[src/rtl/z80_bus_master.sv]
// Z80 bus initiator: wins the bus via BUSREQ/BUSACK, then runs CPU-style memory/IO cycles.
// Optional grant timeout is enabled with `define BUSACK_TIMEOUT_EN.
module z80_bus_master #(
    parameter int unsigned WAIT_STATES = 0,
    parameter int unsigned TIMEOUT     = 255
) (
    input  logic        i_clk,
    input  logic        i_reset_n,
    input  logic        i_own,
    input  logic        i_cmd_valid,
    output logic        o_cmd_ready,
    input  logic        i_cmd_write,
    input  logic        i_cmd_io,
    input  logic [15:0] i_cmd_addr,
    input  logic [7:0]  i_cmd_wdata,
    output logic        o_rsp_valid,
    output logic [7:0]  o_rsp_rdata,
    output logic        o_busreq,
    input  logic        i_busack,
    input  logic        i_wait_n,
    output logic        o_bus_oe,
    output logic [15:0] o_addr,
    output logic        o_mreq,
    output logic        o_iorq,
    output logic        o_rd,
    output logic        o_wr,
    output logic [7:0]  o_data_out,
    output logic        o_data_oe,
    input  logic [7:0]  i_data_in,
    output logic        o_owned,
    output logic        o_err
);

    typedef enum logic [2:0] {
        StIdle, StArb, StOwn, StT1, StT2, StTw, StT3, StRel
    } state_t;

    state_t      r_state, w_state_d;
    logic        r_busack_s1, r_busack_s2;
    logic        r_wait_s1, r_wait_s2;
    logic        r_write, r_io;
    logic [15:0] r_addr;
    logic [7:0]  r_wdata;
    logic [3:0]  r_cnt, w_cnt_d;
    logic        r_rsp_valid;
    logic [7:0]  r_rdata;
    logic        w_busack_s, w_wait_s;
    logic        w_accept;
    logic        w_tmo_hit;
    logic [3:0]  w_load;
    logic        w_cyc, w_data_phase;

    assign w_busack_s = r_busack_s2;
    assign w_wait_s   = r_wait_s2;
    // IO cycles get one automatic Tw, as on the real CPU.
    assign w_load     = 4'(WAIT_STATES) + {3'b000, r_io};

`ifdef BUSACK_TIMEOUT_EN
    logic [15:0] r_tmo;
    logic        r_err;
    assign o_err = r_err;
`else
    assign o_err = 1'b0;
`endif

    always_comb begin
        w_state_d = r_state;
        w_cnt_d   = r_cnt;
        w_accept  = 1'b0;
        w_tmo_hit = 1'b0;
        case (r_state)
            StIdle: if (i_own) w_state_d = StArb;
            StArb: begin
                if (!i_own) begin
                    w_state_d = StRel;
                end else if (!w_busack_s) begin
                    w_state_d = StOwn;
`ifdef BUSACK_TIMEOUT_EN
                end else if (r_tmo == 16'(TIMEOUT - 1)) begin
                    w_state_d = StRel;
                    w_tmo_hit = 1'b1;
`endif
                end
            end
            StOwn: begin
                if (!i_own) begin
                    w_state_d = StRel;
                end else if (i_cmd_valid) begin
                    w_accept  = 1'b1;
                    w_state_d = StT1;
                end
            end
            StT1: w_state_d = StT2;
            StT2: begin
                w_cnt_d   = w_load;
                w_state_d = (w_load == 4'd0 && w_wait_s) ? StT3 : StTw;
            end
            StTw: begin
                if (r_cnt != 4'd0) w_cnt_d = r_cnt - 4'd1;
                // Last counted Tw (or none left) may exit once WAIT is released.
                if (r_cnt <= 4'd1 && w_wait_s) w_state_d = StT3;
            end
            StT3:    w_state_d = StOwn;
            StRel:   w_state_d = StIdle;
            default: w_state_d = StIdle;
        endcase
    end

    always_ff @(posedge i_clk or negedge i_reset_n) begin
        if (!i_reset_n) begin
            r_state     <= StIdle;
            r_busack_s1 <= 1'b1;
            r_busack_s2 <= 1'b1;
            r_wait_s1   <= 1'b1;
            r_wait_s2   <= 1'b1;
            r_write     <= 1'b0;
            r_io        <= 1'b0;
            r_addr      <= 16'h0000;
            r_wdata     <= 8'h00;
            r_cnt       <= 4'd0;
            r_rsp_valid <= 1'b0;
            r_rdata     <= 8'h00;
        end else begin
            r_state     <= w_state_d;
            r_busack_s1 <= i_busack;
            r_busack_s2 <= r_busack_s1;
            r_wait_s1   <= i_wait_n;
            r_wait_s2   <= r_wait_s1;
            r_cnt       <= w_cnt_d;
            r_rsp_valid <= (r_state == StT3);
            if (w_accept) begin
                r_write <= i_cmd_write;
                r_io    <= i_cmd_io;
                r_addr  <= i_cmd_addr;
                r_wdata <= i_cmd_wdata;
            end
            if (r_state == StT3 && !r_write) r_rdata <= i_data_in;
        end
    end

`ifdef BUSACK_TIMEOUT_EN
    always_ff @(posedge i_clk or negedge i_reset_n) begin
        if (!i_reset_n) begin
            r_tmo <= 16'h0000;
            r_err <= 1'b0;
        end else begin
            r_tmo <= (r_state == StArb && w_state_d == StArb) ? r_tmo + 16'h0001 : 16'h0000;
            r_err <= w_tmo_hit;
        end
    end
`endif

    assign w_cyc        = (r_state == StT2) || (r_state == StTw) || (r_state == StT3);
    assign w_data_phase = w_cyc || (r_state == StT1);

    assign o_owned     = w_data_phase || (r_state == StOwn);
    assign o_busreq    = !((r_state == StArb) || o_owned);
    assign o_bus_oe    = o_owned;
    assign o_cmd_ready = (r_state == StOwn) && i_own;
    assign o_addr      = r_addr;
    assign o_data_out  = r_wdata;
    assign o_data_oe   = w_data_phase && r_write;
    assign o_mreq      = !(w_cyc && !r_io);
    assign o_iorq      = !(w_cyc && r_io);
    assign o_rd        = !(w_cyc && !r_write);
    assign o_wr        = !(w_cyc && r_write);
    assign o_rsp_valid = r_rsp_valid;
    assign o_rsp_rdata = r_rdata;

endmodule
[config.mk]
export PLATFORM = sky130hd
export DESIGN_NAME = z80_bus_master
export DESIGN_NICKNAME = d
export VERILOG_FILES = /design/src/rtl/z80_bus_master.sv
export SDC_FILE = /design/constraint.sdc
export NUM_CORES = 1
export LEC_CHECK = 0
export CAP_MARGIN = 25
export CORE_MARGIN = 5
export CORE_UTILIZATION = 30
export CTS_BUF_LIST = sky130_fd_sc_hd__clkbuf_4
export DETAILED_ROUTE_END_ITERATION = 12
export DONT_BUFFER_PORTS = 1
export PLACE_DENSITY_LB_ADDON = 0.12
export SLEW_MARGIN = 20
export SYNTH_ARGS = -nofsm -noshare
export SYNTH_HDL_FRONTEND = slang
export SYNTH_SLANG_ARGS = --single-unit
[constraint.sdc]
create_clock -name i_clk -period 2.1 [get_ports i_clk]
set_input_delay 0 -clock i_clk [delete_from_list [all_inputs] [get_ports i_clk]]
set_output_delay 0 -clock i_clk [all_outputs]
set_load 0.02 [all_outputs]
==> results.toml, run 1 <==
[clock_tree]
cts_tree = "yes"
cts_root_buffer = "clkbuf_4"
post_cts_buffers = 0
clock_sinks = 46
cts_buffers = 5
cts_buffer_depth = 2
clkLatencyLatePin_ps = 350
clkTransAtPathRegs_ps = 130
cts_htree_levels = 2

[route]
drc = 0
top_layer = "met4"
vias_per_cell = 4.89
wire_per_inst_um = 16.8
wl_met1_um = 1770
vias = 1334
wl_met3_um = 340
antenna_left = 0
routed_wl_um = 4580
drt_iter0_markers = 40
first_pass_iters = 4
wl_met2_um = 2410

[setup_path]
crit_path_max_fanout = 26
path_class = "register to register"
cp.required_ps = 2350
startpoint_type = "register"
crit_path_end_kind = "register"
cp.arrival_ps = 2010

[layout]
final_cell_mix = "dfrtp_1 (42), dlygate4sd3_1 (39), mux2_4 (20), mux2_2 (14)"
final_common_cell = "dfrtp_1"
final_cells = 273
drive_gt1_frac = 0.295
synthToLayoutAreaGrowth_pct = 27.5
fin_nets = 234
diodes = 0
stdcell_area_um2 = 2650

[status]
outcome = "finished, final reports clean"

[timing]
post-route-period-util = 0.840
maxClockFrequency_ghz = 0.567
maxSlewHeadroom = 0.604
tightest_slew_ps = 585
clock_skew_ps = 18.2
setup_viol = 0
rsz0062_at_grt = "no"
min_period_ps = 1760
fin_tns_setup_ps = 0
slew_violations = 0
final_hold_viol_count = 0

[floorplanning]
die_h_um = 93.2
rows = 30
fp.dieW_um = 93.2
io_pins = 83
die_area_um2 = 8690
core_um2 = 6760
start_util = 0.308

[placement]
gp_congestion = 0.702
port_buffers = 0
dp.cells = 225
postPlaceCellArea_um2 = 2150
dp_hpwl_um = 3270

[power_and_ir_drop]
ir_worst_vdd_mv = 0.575
p_clk_frac = 0.135
p_sw_w = 0.00162
internal-power_w = 0.00228
sw_frac_of_total = 0.415
power_frac_comb = 0.349
total_power_w = 0.00391
p_leak_nw = 1.20
seq_power_share = 0.516
p_per_area_nw_per_um2 = 1470

[synth]
netlist-cell-type-count = 41
syn_avg_cell_area_um2 = 13.9
syn_nets = 191
ys_seq_area_frac = 0.556
synth_area_leaders = "dfrtp_1 (51%), mux2_4 (14%), mux2_2 (7.6%)"
synth_cells = 149
yosysWarnings = 0
yosys.area.top_type = "dfrtp_1"
synth_area_um2 = 2080
synth_top_area_frac = 0.506
ys_ff_latch = 46

[global_routing]
grt_max_degree = 47
grt_pass1_wl_um = 7440
grt_util_all_layers = 0.109
grt_pass1_vias = 1469
gr-total-overflow = 0
antenna_found_initial = 0

[hold_path]
holdCritPathClass = "primary input to register"

[run]
drv_cap = 0
[synthesized netlist by cell type]
| cell | number |
|---|---|
| o22ai_1 | 1 |
| nand2_4 | 1 |
| and3_1 | 1 |
| nand2b_1 | 3 |
| buf_4 | 2 |
| o41ai_1 | 1 |
| a211oi_1 | 1 |
| xnor2_1 | 1 |
| and3b_1 | 2 |
| dfrtp_1 | 42 |
| a22oi_1 | 1 |
| dfstp_2 | 4 |
| inv_1 | 5 |
| a21oi_1 | 2 |
| conb_1 | 1 |
| o31a_1 | 1 |
| a211o_1 | 1 |
| nor3_1 | 1 |
| or4_1 | 2 |
| or3_1 | 1 |
| a31oi_1 | 1 |
| nor4bb_2 | 1 |
| and2_1 | 1 |
| o21a_1 | 1 |
| ha_1 | 2 |
| or2_2 | 3 |
| nor2b_1 | 3 |
| buf_6 | 2 |
| nand3b_1 | 3 |
| nand3_1 | 5 |
| a31o_2 | 1 |
| buf_2 | 3 |
| o31ai_1 | 2 |
| clkbuf_1 | 1 |
| and4bb_4 | 1 |
| nand2_1 | 2 |
| mux2_4 | 20 |
| o211ai_1 | 1 |
| nor2_1 | 2 |
| mux2_2 | 14 |
| o21ai_0 | 6 |
[final timing paths]
check / startpoint / to / slack, ps / cells after the start
worst max register to register: r_state[1]$_DFFE_PN0P_ / o_addr[14]$_DFFE_PN0P_ / 340 / 3
max in group asynchronous: i_reset_n / r_busack_s1$_DFF_PN1_ / 1700 / 2
min in group asynchronous: i_reset_n / o_data_out[1]$_DFFE_PN0P_ / 120 / 2
worst max-delay path: r_state[1]$_DFFE_PN0P_ / o_addr[14]$_DFFE_PN0P_ / 340 / 3
worst min register to register: r_wait_s1$_DFF_PN1_ / r_wait_s2$_DFF_PN1_ / 360 / 0
worst min-delay path: i_own / r_state[0]$_DFFE_PN0P_ / 40 / 3
[logic make-up (layout without fill, tap and decap cells)]
group	count (synthesis)	in the layout	share of synthesized area
AOI/OAI and AO/OA	20	20	0.0638
xor gates and xnor gates	1	1	0.00422
adders and majority gates	2	2	0.0120
buffers and inverters	13	57	0.0361
DFF	46	46	0.556
muxes	34	34	0.220
other	1	1	0.00180
and+or+nand+nor	32	32	0.105
[registers in the layout (all words and copies together) (netlist names)]
register     cells
r_wait_s2        1
r_busack_s2      1
r_io             1
r_cnt            4
r_busack_s1      1
r_wait_s1        1
r_write          1
o_data_out       8
o_rsp_rdata      8
o_addr          16
r_state          3
o_rsp_valid      1
[routing by layer]
| metal | vias up | track usage |
|---|---|---|
| met3 | 6 | 0.0402 |
| met4 | 0 | 0.0366 |
| met2 | 49 | 0.191 |
| met5 | - | 0 |
| met1 | 666 | 0.121 |
| li1 | 613 | - |
[power groups by stage]
stage,clock network [W],registers (W),logic (W)
after floorplan,0,0.00191,0.00112
after global placement,0,0.00204,0.00125
after detailed placement,0,0.00204,0.00131
after CTS,0.000552,0.00203,0.00139
after global routing,0.000582,0.00208,0.00150
final,0.000527,0.00202,0.00136
[layout make-up]
class | instances | area, µm²
clock buffers | 6 | 45.0
clock inverters | 2 | 33.8
fillers | 649 | 4110
inverters | 5 | 18.8
multi-input cells | 90 | 847
flip-flops and latches | 46 | 1160
well taps | 80 | 100
repair buffers | 44 | 448
[repair_timing]
action / 4_1_cts / 5_1_grt
hold endpoints to repair: 85 / 0
setup endpoints to repair: 0 / 0
hold buffers: 40 / 0
resized for setup: 0 / 0
[worst max-delay path, stage by stage, from the launching register on]
cell      delay [ps]
dfrtp_1          590
and4bb_4         380
nand2_4          270
mux2_4           400
[through the flow]
step	hold slack (ps)	setup WS (ps)	utilization
after floorplan	-296	598	-
after global placement	-294	406	0.319
after detailed placement	-294	345	0.319
after CTS	16.8	335	0.392
after global routing	20.3	202	0.392
final	43.5	336	0.392
No activity file was read; power rests on OpenSTA's default activity.
==> run 2: changes to the inputs <==
--- a/config.mk
+++ b/config.mk
@@ -5,6 +5,7 @@
 export SDC_FILE = /design/constraint.sdc
 export NUM_CORES = 1
 export LEC_CHECK = 0
+export ABC_AREA = 1
 export CAP_MARGIN = 25
 export CORE_MARGIN = 5
 export CORE_UTILIZATION = 30
==> constraint.sdc (replaced) <==
create_clock -name i_clk -period 1.7 [get_ports i_clk]
set_input_delay 0 -clock i_clk [delete_from_list [all_inputs] [get_ports i_clk]]
set_output_delay 0 -clock i_clk [all_outputs]
set_load 0.02 [all_outputs]
==> results.toml, run 2 <==
[clock_tree]
cts_tree = "yes"
clkTransAtPathRegs_ps = 130
cts_buffer_depth = 2
cts_buffers = 5
clkLatencyLatePin_ps = 350
clock_sinks = 46
cts_htree_levels = 2
cts_root_buffer = "clkbuf_4"

[floorplanning]
core_um2 = 6720
fp.dieW_um = 92.4
rows = 30
io_pins = 83
die_area_um2 = 8540
start_util = 0.303
die_h_um = 92.4

[placement]
gp_congestion = 0.739
postPlaceCellArea_um2 = 2110
dp_hpwl_um = 3370
port_buffers = 0

[global_routing]
grt_max_degree = 47
grt_pass1_vias = 1749
grt_util_all_layers = 0.122
antenna_found_initial = 0
gr-total-overflow = 0
grt_pass1_wl_um = 8400

[setup_path]
cp_cell_sequence = "nand2_1 > inv_1 > nor2_2 > inv_1 > a21oi_1 > buf_4"
reg2reg_depth = 6
regToRegStartpoint = "r_state[2]$_DFFE_PN0P_"
r2r_slack_ps = 230
startpoint_type = "register"
cp_num_cells = 6
crit_slowest_cell = "dfrtp_1"
slowest_delay_ps = 460
crit_path_end_kind = "output pin"
path_common_cell = "inv_1"
crit_path_max_fanout = 6
endpoint = "o_data_oe"
crit_buf_inv = 3
cpLargestDelayFamily = "flip-flops"
cp.required_ps = 1700
cp.arrival_ps = 1540
path_class = "register to output pin"
crit_start = "r_state[1]$_DFFE_PN0P_"
reg2reg_to = "o_data_out[1]$_DFFE_PN0P_"

[timing]
setup_viol = 0
post-route-period-util = 0.904
maxClockFrequency_ghz = 0.651
min_period_ps = 1540
slew_violations = 0
final_hold_viol_count = 0
maxSlewHeadroom = 0.643
clock_skew_ps = 5.60
tightest_slew_ps = 536

[layout]
final_common_cell = "nand2_1"
largest_reg_flops = 16
diodes = 0
fin_nets = 318
synthToLayoutAreaGrowth_pct = 26.9
fillCellCount = 681
final_cell_mix = "nand2_1 (91), dfrtp_1 (41), nand3_1 (39), dlygate4sd3_1 (38), inv_1 (12)"
drive_gt1_frac = 0.108
stdcell_area_um2 = 2590

[synth]
synth_top_family_by_area = "simple AND/OR/NAND/NOR gates"
yosys.area.top_type = "dfrtp_1"
synth-compound-area-share = 0.0276
syn_nets = 276
yosys.area_share.simple = 0.326
synth-adder-area-share = 0.0123
synth.mux.area_fraction = 0
synth_cells = 234
synth_edf_count = 0
synthTopCellsByCount = "nand2_1 (91), dfrtp_1 (42), nand3_1 (39)"
synth_area_leaders = "dfrtp_1 (52%), nand2_1 (17%), nand3_1 (9.6%)"
syn_avg_cell_area_um2 = 8.71
netlist-cell-type-count = 26
synthFlopType = "dfrtp_1"
yosys.area_share.xor_xnor = 0.00430
synth_most_common_cell = "nand2_1"
synth_area_um2 = 2040
yosysWarnings = 0
ys_ff_latch = 46
synth_top_area_frac = 0.516
synthArstFlopShare = 1.00
ys_seq_area_frac = 0.567

[route]
vias_per_cell = 4.66
drt_iter0_markers = 74
routed_wl_um = 5020
wire_per_inst_um = 14.1
drc = 0
first_pass_iters = 4
antenna_left = 0
vias = 1662

[run]
drv_cap = 0

[power_and_ir_drop]
p_per_area_nw_per_um2 = 1750
ir_worst_vdd_mv = 0.670
p_leak_nw = 1.32
total_power_w = 0.00453

[status]
outcome = "finished, final reports clean"

[hold_path]
holdCritPathClass = "primary input to register"
[run 2: how the worst min path moves through the flow]
stage / cells past startpoint / startpoint / to
global placement: 0 / i_reset_n / r_cnt[0]$_DFFE_PN0P_
detailed placement: 0 / i_reset_n / r_cnt[0]$_DFFE_PN0P_
CTS: 4 / i_own / r_state[0]$_DFFE_PN0P_
finish: 4 / i_own / r_state[0]$_DFFE_PN0P_
floorplan: 0 / i_reset_n / o_addr[0]$_DFFE_PN0P_
global route: 4 / i_own / r_state[0]$_DFFE_PN0P_
[run 2: repair_timing]
action                                  4_1_cts  5_1_grt
resized for setup                             0        3
buffers inserted                              0        0
hold endpoints to repair                     85        0
hold buffers                                 40        0
endpoints found under the setup margin        0        4
[run 2: routing by layer]
metal | track usage | vias to the layer above | wire [µm]
li1 | - | 824 | -
met1 | 0.144 | 778 | 2150
met2 | 0.208 | 54 | 2420
met3 | 0.0439 | 6 | 378
met4 | 0.0371 | 0 | 63
met5 | 0 | - | 0
[run 2: tightest hold or removal path, cell delays in order]
cell and delay (ps):
nand2_1 40, nand3b_1 120, nand2_1 60, o21bai_1 140
[run 2: power breakdown]
group	internal [W]	switching, W
clock	0.000214	0.000338
sequential	0.00157	0.000816
combinational	0.000555	0.00104
total	0.00234	0.00220
[run 2: logic make-up (layout without fill, tap and decap cells)]
group                      after synthesis  count (layout)
and+or+nand+nor                        150             150
DFF                                     46              46
buffers and inverters                   24              67
AOI/OAI and AO/OA                       10              10
adders and majority gates                2               2
other                                    1               1
xor gates and xnor gates                 1               1
[run 2: area by class of cell]
class	count	area [µm²]	share of cell area
inverters	14	55.1	0.0213
clock buffers	8	60.1	0.0232
repair buffers	45	450	0.174
flip-flops and latches	46	1160	0.448
multi-input cells	164	763	0.295
well taps	80	100	0.0387
[run 2: metrics by stage]
step | std cells | util | setup TNS [ps] | setup WS, ps | hold WS, ps
after floorplan | 234 | - | 0 | 435 | -296
after global placement | 309 | 0.314 | 0 | 258 | -294
after detailed placement | 309 | 0.314 | 0 | 252 | -294
after CTS | 357 | 0.385 | 0 | 15.3 | 5.19
after global routing | 357 | 0.385 | -3.46 | -3.46 | 53.0
final | 357 | 0.385 | 0 | 163 | 32.9
